==> src/rtl/seg7_pkg.sv <==
// Shared types, sizes and the hex-to-segment table for the serial 7-segment display path.
package seg7_pkg;

  typedef enum logic [1:0] {
    IDLE  = 2'd0,
    LOAD  = 2'd1,
    SHIFT = 2'd2,
    LATCH = 2'd3
  } state_e;

  localparam int FRAME_BITS = 64;
  localparam int DIGITS     = 8;

  // Segment pattern with lit = 1, bit order {g,f,e,d,c,b,a}.
  function automatic logic [6:0] hex7(input logic [3:0] nib);
    logic [6:0] seg;
    seg = 7'h00;
    case (nib)
      4'h0: seg = 7'h3F;
      4'h1: seg = 7'h06;
      4'h2: seg = 7'h5B;
      4'h3: seg = 7'h4F;
      4'h4: seg = 7'h66;
      4'h5: seg = 7'h6D;
      4'h6: seg = 7'h7D;
      4'h7: seg = 7'h07;
      4'h8: seg = 7'h7F;
      4'h9: seg = 7'h6F;
      4'hA: seg = 7'h77;
      4'hB: seg = 7'h7C;
      4'hC: seg = 7'h39;
      4'hD: seg = 7'h5E;
      4'hE: seg = 7'h79;
      4'hF: seg = 7'h71;
      default: seg = 7'h00;
    endcase
    return seg;
  endfunction

endpackage

==> src/rtl/seg7_serial_shifter_if.sv <==
// Request/status and serial-bus bundle between a frame producer and the display shifter.
interface seg7_serial_shifter_if;
  logic [31:0] data;
  logic [7:0]  point;
  logic [7:0]  les;
  logic        start;
  logic        busy;
  logic        done;
  logic [3:0]  sout;

  modport master (
    output data, point, les, start,
    input  busy, done, sout
  );

  modport slave (
    input  data, point, les, start,
    output busy, done, sout
  );
endinterface

==> src/rtl/seg7_hex_decode.sv <==
// One digit: nibble + decimal point + blank request -> on-wire segment byte {dp,g,f,e,d,c,b,a}.
module seg7_hex_decode
  import seg7_pkg::*;
#(
  parameter int ACTIVE_LOW = 1
) (
  input  logic [3:0] nib,
  input  logic       dp,
  input  logic       blank,
  output logic [7:0] seg
);

  logic [7:0] lit;

  // Blanking forces every segment unlit; wire polarity is applied last.
  always_comb begin
    lit = blank ? 8'h00 : {dp, hex7(nib)};
    seg = (ACTIVE_LOW != 0) ? ~lit : lit;
  end

endmodule

==> src/rtl/seg7_serial_shifter.sv <==
// Builds an 8-digit segment frame and shifts it MSB-first into a 74HC595-style chain, then latches it.
module seg7_serial_shifter
  import seg7_pkg::*;
#(
  parameter int SCLK_HALF  = 4,
  parameter int BLINK_BITS = 25,
  parameter int ACTIVE_LOW = 1
) (
  input  logic                  clk,
  input  logic                  rst,
  seg7_serial_shifter_if.slave  bus
);

  localparam int CW = (2 * SCLK_HALF > 1) ? $clog2(2 * SCLK_HALF) : 1;
  localparam int BW = $clog2(FRAME_BITS);

  localparam logic [1:0] ST_IDLE  = IDLE;
  localparam logic [1:0] ST_LOAD  = LOAD;
  localparam logic [1:0] ST_SHIFT = SHIFT;
  localparam logic [1:0] ST_LATCH = LATCH;

  localparam logic [CW-1:0] CYC_BIT_END  = CW'(2 * SCLK_HALF - 1);
  localparam logic [CW-1:0] CYC_HALF     = CW'(SCLK_HALF);
  localparam logic [CW-1:0] CYC_HALF_END = CW'(SCLK_HALF - 1);
  localparam logic [BW-1:0] BIT_LAST     = BW'(FRAME_BITS - 1);

  logic [1:0]            state_q, state_d;
  logic [CW-1:0]         cyc_q, cyc_d;
  logic [BW-1:0]         bit_q, bit_d;
  logic [FRAME_BITS-1:0] frame_q, frame_d;
  logic [BLINK_BITS-1:0] blink_q, blink_d;
  logic                  clr_q, clr_d;
  logic                  done_q, done_d;

  logic                  phase;
  logic [FRAME_BITS-1:0] frame_build;
  logic                  sclk, sdo, pen;

  assign phase = blink_q[BLINK_BITS-1];

  // Digit 7 lands in the top byte so it leaves the shift register first.
  for (genvar g = 0; g < DIGITS; g++) begin : g_dig
    seg7_hex_decode #(
      .ACTIVE_LOW (ACTIVE_LOW)
    ) u_dec (
      .nib   (bus.data[4*g +: 4]),
      .dp    (bus.point[g]),
      .blank (bus.les[g] & phase),
      .seg   (frame_build[8*g +: 8])
    );
  end

  always_comb begin
    state_d = state_q;
    cyc_d   = cyc_q;
    bit_d   = bit_q;
    frame_d = frame_q;
    blink_d = blink_q + BLINK_BITS'(1);
    clr_d   = 1'b1;
    done_d  = 1'b0;

    case (state_q)
      ST_IDLE: begin
        if (bus.start) begin
          state_d = ST_LOAD;
        end
      end

      ST_LOAD: begin
        frame_d = frame_build;
        cyc_d   = '0;
        bit_d   = '0;
        state_d = ST_SHIFT;
      end

      // Each bit: SCLK_HALF cycles low then SCLK_HALF high; shift only after the high half.
      ST_SHIFT: begin
        if (cyc_q == CYC_BIT_END) begin
          cyc_d   = '0;
          frame_d = {frame_q[FRAME_BITS-2:0], 1'b0};
          bit_d   = bit_q + BW'(1);
          if (bit_q == BIT_LAST) begin
            state_d = ST_LATCH;
          end
        end else begin
          cyc_d = cyc_q + CW'(1);
        end
      end

      ST_LATCH: begin
        if (cyc_q == CYC_HALF_END) begin
          cyc_d   = '0;
          state_d = ST_IDLE;
          done_d  = 1'b1;
        end else begin
          cyc_d = cyc_q + CW'(1);
        end
      end

      default: begin
        state_d = ST_IDLE;
      end
    endcase
  end

  always_ff @(posedge clk) begin
    if (rst) begin
      state_q <= ST_IDLE;
      cyc_q   <= '0;
      bit_q   <= '0;
      blink_q <= '0;
      clr_q   <= 1'b0;
      done_q  <= 1'b0;
    end else begin
      state_q <= state_d;
      cyc_q   <= cyc_d;
      bit_q   <= bit_d;
      blink_q <= blink_d;
      clr_q   <= clr_d;
      done_q  <= done_d;
    end
  end

  always_ff @(posedge clk) begin
    frame_q <= frame_d;
  end

  // pen is gated by clr_q so a reset never produces a latch pulse on a partial frame.
  always_comb begin
    sclk = (state_q == ST_SHIFT) && (cyc_q >= CYC_HALF);
    sdo  = (state_q == ST_SHIFT) && frame_q[FRAME_BITS-1];
    pen  = clr_q && ((state_q == ST_IDLE) || (state_q == ST_LATCH));
  end

  assign bus.sout = {sclk, sdo, pen, clr_q};
  assign bus.busy = (state_q != ST_IDLE);
  assign bus.done = done_q;

endmodule

==> src/flat_wrapper.sv <==
// flat-port wrapper written by rule: the top's interface ports become plain ports
module seg7_serial_shifter_flat import seg7_pkg::*;
#(
  parameter int SCLK_HALF  = 4,
  parameter int BLINK_BITS = 25,
  parameter int ACTIVE_LOW = 1
)
  (clk, rst, bus_data, bus_point, bus_les, bus_start, bus_busy, bus_done, bus_sout);
  seg7_serial_shifter_if bus_i ();
  input  logic clk;
  input  logic rst;
  input wire logic [$bits(bus_i.data)-1:0] bus_data;
  input wire logic [$bits(bus_i.point)-1:0] bus_point;
  input wire logic [$bits(bus_i.les)-1:0] bus_les;
  input wire logic [$bits(bus_i.start)-1:0] bus_start;
  output wire logic [$bits(bus_i.busy)-1:0] bus_busy;
  output wire logic [$bits(bus_i.done)-1:0] bus_done;
  output wire logic [$bits(bus_i.sout)-1:0] bus_sout;
  assign bus_i.data = bus_data;
  assign bus_i.point = bus_point;
  assign bus_i.les = bus_les;
  assign bus_i.start = bus_start;
  assign bus_busy = bus_i.busy;
  assign bus_done = bus_i.done;
  assign bus_sout = bus_i.sout;
  seg7_serial_shifter #(.SCLK_HALF(SCLK_HALF), .BLINK_BITS(BLINK_BITS), .ACTIVE_LOW(ACTIVE_LOW)) u_core (.clk(clk), .rst(rst), .bus(bus_i));
endmodule
==> config.mk <==
export PLATFORM = sky130hd
export DESIGN_NAME = seg7_serial_shifter_flat
export DESIGN_NICKNAME = d
export VERILOG_FILES = /design/src/rtl/seg7_pkg.sv /design/src/rtl/seg7_serial_shifter_if.sv /design/src/rtl/seg7_hex_decode.sv /design/src/rtl/seg7_serial_shifter.sv /design/src/flat_wrapper.sv
export SDC_FILE = /design/constraint.sdc
export NUM_CORES = 1
export LEC_CHECK = 0
export CORE_MARGIN = 5
export CORE_UTILIZATION = 58
export DETAILED_ROUTE_END_ITERATION = 8
export PLACE_DENSITY_LB_ADDON = 0.2
export SYNTH_ARGS = -nofsm -noshare
export SYNTH_HDL_FRONTEND = slang
export SYNTH_SLANG_ARGS = --single-unit
==> constraint.sdc <==
create_clock -name clk -period 3.35 [get_ports clk]
set_input_delay 0.67 -clock clk [delete_from_list [all_inputs] [get_ports clk]]
set_output_delay 0.67 -clock clk [all_outputs]
set_load 0.01 [all_outputs]
# --- Word-level counts from Yosys, hierarchy flattened ---
# Memory sizes are Yosys's and may differ from the RTL's.
# Index checks and enable logic that the tools add are counted.
# Widths: inputs -> output; s select.
word_totals:
  regBits: 102
  rom_bits: 896
  inputBits: 51
  output_inout_bits: 6
  word_cells: 79
  mem_count: 8
op_classes:
  n_addsub: 3
  order_cmp: 1
  n_eq_ne: 10
  n_mux: 22
  bitwise: 17
  n_reduce_logical: 11
mem_list:
  columns: ["name", "depth", "word_bits", "rd", "rd_ports_with_merged_regs", "wr", "line_no", "source"]
  rows:
  - ["(no name shown)", 16, 7, 1, 0, 0, "seg7_pkg.sv:18", "case (nib)"]
  - ["(no name shown)", 16, 7, 1, 0, 0, "seg7_pkg.sv:18", null]
  - ["(no name shown)", 16, 7, 1, 0, 0, "seg7_pkg.sv:18", null]
  - ["(no name shown)", 16, 7, 1, 0, 0, "seg7_pkg.sv:18", null]
  - ["(no name shown)", 16, 7, 1, 0, 0, "seg7_pkg.sv:18", null]
  - ["(no name shown)", 16, 7, 1, 0, 0, "seg7_pkg.sv:18", null]
  - ["2 more memories", null, null, null, null, null, null, null]
op_table:
  columns: ["op", "n"]
  rows:
  - ["$pmux 64 s2", 1]
  - ["$mux 64", 1]
  - ["$mux 8", 8]
  - ["$not 8->8", 8]
  - ["$add 25x1->25 const B", 1]
  - ["$pmux 6 s2", 1]
  - ["$pmux 3 s3", 1]
  - ["$and 1x1->1", 8]
  - ["$mux 2", 4]
  - ["$pmux 2 s4", 1]
  - ["$add 6x1->6 const B", 1]
  - ["$eq 6x6->1 const B", 1]
  - ["$mux 3", 2]
  - ["$mux 6", 1]
  - ["$ne 2x1->1 const B", 3]
  - ["$eq 2x2->1 const B", 2]
  - ["$reduce_and 4->1", 1]
  - ["$reduce_bool 2->1", 2]
  - ["$add 3x1->3 const B", 1]
  - ["$eq 3x2->1 const B", 1]
  - ["$eq 3x3->1 const B", 1]
  - ["$ge 3x3->1 const B", 1]
  - ["$logic_and 1x1->1", 3]
  - ["$reduce_bool 3->1", 1]
  - ["8 further kinds", 9]

# --- Longest topological paths before layout ---
depth:
  word_depth: 4
  depth_mapped: 7

# --- By module ---
# A second synthesis with hierarchy kept.
unflattened:
  cells_unflattened: 627
  hier_area_um2: 6711.4
modules_own_cells:
  columns: ["module", "n_inst", "cells_each", "area_each_um2"]
  rows:
  - ["seg7_serial_shifter", 1, 355, 4588.2]
  - ["seg7_hex_decode at u_core.g_dig[0].u_dec ...", 7, 34, 265.3]
  - ["seg7_hex_decode at u_core.g_dig[2].u_dec", 1, 34, 266.5]

# --- Least setup slack after synthesis ---
# Ideal clock, no wire load.
synth_path:
  path_kind: "register to register"
  from: "register u_core.state_q[0]"
  to: "register u_core.frame_q[0], enable pin"
  setup_ps: 424
  arrival_ps: 2346
  required_ps: 2926
  path_slack_ps: 580
  stages_incl_launch_ff: 6
  path_buffers: 1
  period_less_slack_ps: 2770
  cell_sequence: "dfxtp_1 inv_1 ha_1 nand2b_1 clkbuf_1 nand2_1"
synth_between:
  elab_chain_cells: 3
  elab_cells_between_ends: 5
  classes_between: "eq/ne: 3; reduce/logical: 2"
synth_rtl:
  columns: ["item", "line_no", "source"]
  rows:
  - ["start, declared", "seg7_serial_shifter.sv:27", "logic [1:0] state_q, state_d;"]
  - ["start signal, assigned", "seg7_serial_shifter.sv:115", "state_q <= state_d;"]
  - ["$eq 2x2->1 / $eq 2x1->1 (equally long branches)", "seg7_serial_shifter.sv:62", "case (state_q)"]
  - ["$ne 2x1->1 (no line) / $reduce_bool 2->1 (equally long branches)", null, null]
  - ["$reduce_and 2->1 (no line) *", null, null]
  - ["end signal, assigned", "seg7_serial_shifter.sv:125", "frame_q <= frame_d;"]
  - ["end, declared", "seg7_serial_shifter.sv:30", "logic [FRAME_BITS-1:0] frame_q, frame_d;"]
# Every way passes the cells marked *; elsewhere a longest branch is shown, timed or not.
# A chain may end at the register's enable or synchronous reset.

# --- Worst setup path after layout ---
layout_path:
  from: "register u_core.state_q[0]"
  to: "output port bus_sout[3]"
layout_between:
  elab_chain_cells: 2
layout_rtl:
  columns: ["item", "line_no", "source"]
  rows:
  - ["$eq 2x2->1", "seg7_serial_shifter.sv:130", "sclk = (state_q == ST_SHIFT) && (cyc_q >= CYC_HALF);"]
  - ["$logic_and 1x1->1", "seg7_serial_shifter.sv:130", null]
  - ["end, declared", "flat_wrapper.sv:18", "output wire logic [$bits(bus_i.sout)-1:0] bus_sout;"]
# No other way between the ends.

==> reports/results.ini <==
[run_status]
outcome = completed

[timing]
rsz0062_at_grt = false
skew_ns = 0.00860
setup_tns_ns = 0
max_freq_ghz = 0.392
finalCritPeriodShare_pct = 76.1
hold_viol = 0
setup_viol = 0
worstMarginPinSlew_ns = 0.756
fin_crit_ns = 2.55
drv_slew = 0
slew_headroom_pct = 49.6

[setup_path]
reg2reg_to = u_core.frame_q[48]
r2r_slack_ns = 0.95
reg2reg_depth = 6
critPathLaunchType = flop
regToRegStartpoint = u_core.state_q[0]
path_max_fanout = 12
arrival_ns = 1.88
end_kind = output pin
crit_type = flop to output pin
cp_data_required_time_ns = 2.68

[power_and_ir_drop]
power_mw = 4.20
clkPwrFrac_pct = 23.9
power.net_switching_mw = 1.30
sw_frac_of_total_pct = 31.1
pwr-share-seq_pct = 45.5
cellInternalPower_mw = 2.90
leakage_nw = 2.94
peakVddDrop_uv = 510
p_comb_share_pct = 30.7
pwr_density_cell_nw_per_um2 = 562

[clocking]
clk_pin_slew_worst_paths_ns = 0.07
clk_latency_ns = 0.34
cts_sinks = 102
numCtsBuffers = 9
hold_buffers = 0
cts_resized = 0
cts-htree-levels = 3
clockBufferDepth = 2
clock-root-buffer = clkbuf_16
post-cts-setup-buffer-count = 0
cts_tree = yes

[drt]
via_per_inst = 5.79
drtPass1Iterations = 6
vias = 5027
drtAntennaViolNets = 0
drt-initial-drc-count = 303
drcViolationCount = 0
drt-wirelength-per-cell_um = 15.2
wl_um = 13200

[synth]
ys_warn_count = 0
ys.flop_type = edfxtp_1
synth-simple-area-share_pct = 16.8
syn_inst = 686
synthDistinctLibCells = 46
synth.most_common_cell = a21oi_1
synth-xor-area-share_pct = 2.27
syn_area_um2 = 6550
synth_area_leader_cell = edfxtp_1
synthMuxAreaShare_pct = 8.69
synth_top_family_by_area = simple AND/OR/NAND/NOR gates
yosys-top-cells-count = a21oi_1 (94), inv_1 (72), edfxtp_1 (64)
syn_nets = 795
synth-async-reset-ratio_pct = 0
synth_compound_area_share_pct = 13.7
synth_fa_ha_area_share_pct = 11.1
synth_edf_count = 64
synth_top_area_share_pct = 29.4
yosysSeqAreaShare_pct = 41.0
postSynthAreaPerCell_um2 = 9.54
ys_seq_elements = 102
yosys-top-cells-area = edfxtp_1 (29%), dfxtp_1 (12%), ha_1 (11%), a21oi_1 (7.2%), inv_1 (4.1%)

[floorplanning]
ios = 57
die_w_um = 116
start_util_pct = 59.9
core_um2 = 10900
die_h_um = 116
core.rowCount = 38
die_area_um2 = 13500

[hold_path]
hold_path.class = flop to flop
holdPathEnd = u_core.blink_q[0]
whs_path_depth = 1
hold_path.startpoint = u_core.blink_q[0]

[placed_design]
place.gp.congestion = 0.887
place_hpwl_um = 9440
portBuffers = 56

[finish]
final_nets = 832
drive_above_1_share_pct = 6.32
antenna_cells = 0
fill_cells = 840
syn_to_final_growth_pct = 14.1

[global_route]
grt_pass1_wl_um = 21800
grt_max_degree = 60
grt_pass1_vias = 4782
grt_util_all_layers_pct = 19.8
grt_overflow_total = 0
antenna_found_initial = 0

[run]
max_cap_viol_count = 0

==> logic make-up after synthesis <==
logic type | Yosys count
AO/OA/AOI/OAI | 150
flip-flops | 102
multiplexers | 45
XOR/XNOR | 17
buffers and inverters | 107
AND/OR/NAND/NOR | 207
adder cells (fa/ha/maj) | 58
==> power by group through the flow <==
stage | clock network, mW | logic, mW | registers [mW]
after floorplan | 0 | 0.893 | 1.93
after global placement | 0 | 1.24 | 1.92
after detailed placement | 0 | 1.28 | 1.94
after CTS | 1.02 | 1.29 | 1.91
after global routing | 1.08 | 1.43 | 1.94
final | 1.00 | 1.29 | 1.91
==> state kept, by name, summed over array words and instances (netlist names) <==
name	cells
u_core.blink_q	25
u_core.bit_q	6
u_core.clr_q	1
u_core.state_q	2
u_core.bus.done	1
u_core.frame_q	64
u_core.cyc_q	3
==> through the flow <==
stage / instance area (um2) / util [%] / cells / worst slack (ns) / hold WS (ns)
after CTS: 7470 / 68.3 / 868 / 0.798 / 0.487
after detailed placement: 7180 / 65.7 / 852 / 0.668 / 0.463
after global routing: 7470 / 68.3 / 868 / 0.728 / 0.523
after global placement: 7180 / 65.7 / 852 / 0.788 / 0.453
final: 7470 / 68.3 / 868 / 0.801 / 0.478
after floorplan: 6550 / - / 686 / 0.580 / 0.433
==> metal layers <==
| metal | track usage (%) | vias up | routed length, um |
|---|---|---|---|
| li1 | - | 2516 | - |
| met1 | 25.4 | 2385 | 6000 |
| met2 | 34.6 | 114 | 6560 |
| met3 | 3.78 | 12 | 558 |
| met4 | 5.03 | 0 | 115 |
| met5 | 0 | - | 0 |
==> layout make-up <==
| type | count | area, um2 | area share, % |
|---|---|---|---|
| sequential | 102 | 2680 | 35.9 |
| clock inverter | 4 | 48.8 | 0.653 |
| timing repair buffer | 61 | 611 | 8.17 |
| clock buffer | 12 | 236 | 3.17 |
| multi-input combinational | 477 | 3450 | 46.1 |
| tap | 140 | 175 | 2.35 |
| inverter | 72 | 270 | 3.62 |
==> placed cells by master, fill, tap and decap left out, types with 10 or more instances in the layout <==
| cell type | instances |
|---|---|
| mux2_2 | 15 |
| nor2b_1 | 41 |
| nand2_1 | 41 |
| nand3_1 | 22 |
| ha_1 | 57 |
| a32oi_1 | 13 |
| inv_1 | 72 |
| nor2_1 | 40 |
| mux2i_1 | 22 |
| nor3_1 | 11 |
| o31ai_1 | 10 |
| a21oi_1 | 94 |
| edfxtp_1 | 64 |
| clkdlybuf4s50_1 | 56 |
| xnor2_1 | 12 |
| dfxtp_1 | 38 |
==> worst max path at each step <==
stage / from / end / slack (ns) / cells past startpoint
5_1_grt: u_core.state_q[0] / bus_sout[3] / 0.73 / 4
6_report: u_core.state_q[0] / bus_sout[3] / 0.80 / 4
3_3_place_gp: bus_data[1] / u_core.frame_q[5] / 0.79 / 6
3_5_place_dp: bus_data[1] / u_core.frame_q[5] / 0.67 / 6
4_1_cts: u_core.state_q[0] / bus_sout[3] / 0.80 / 4
2_1_floorplan: u_core.state_q[0] / u_core.frame_q[0] / 0.58 / 5
==> worst max-delay path: stages, from the launching register on <==
cell and delay (ns):
dfxtp_1 0.34, inv_1 0.11, ha_2 0.36, and2_1 0.19, clkdlybuf4s50_1 0.54
(Power assumes the default switching activity.)
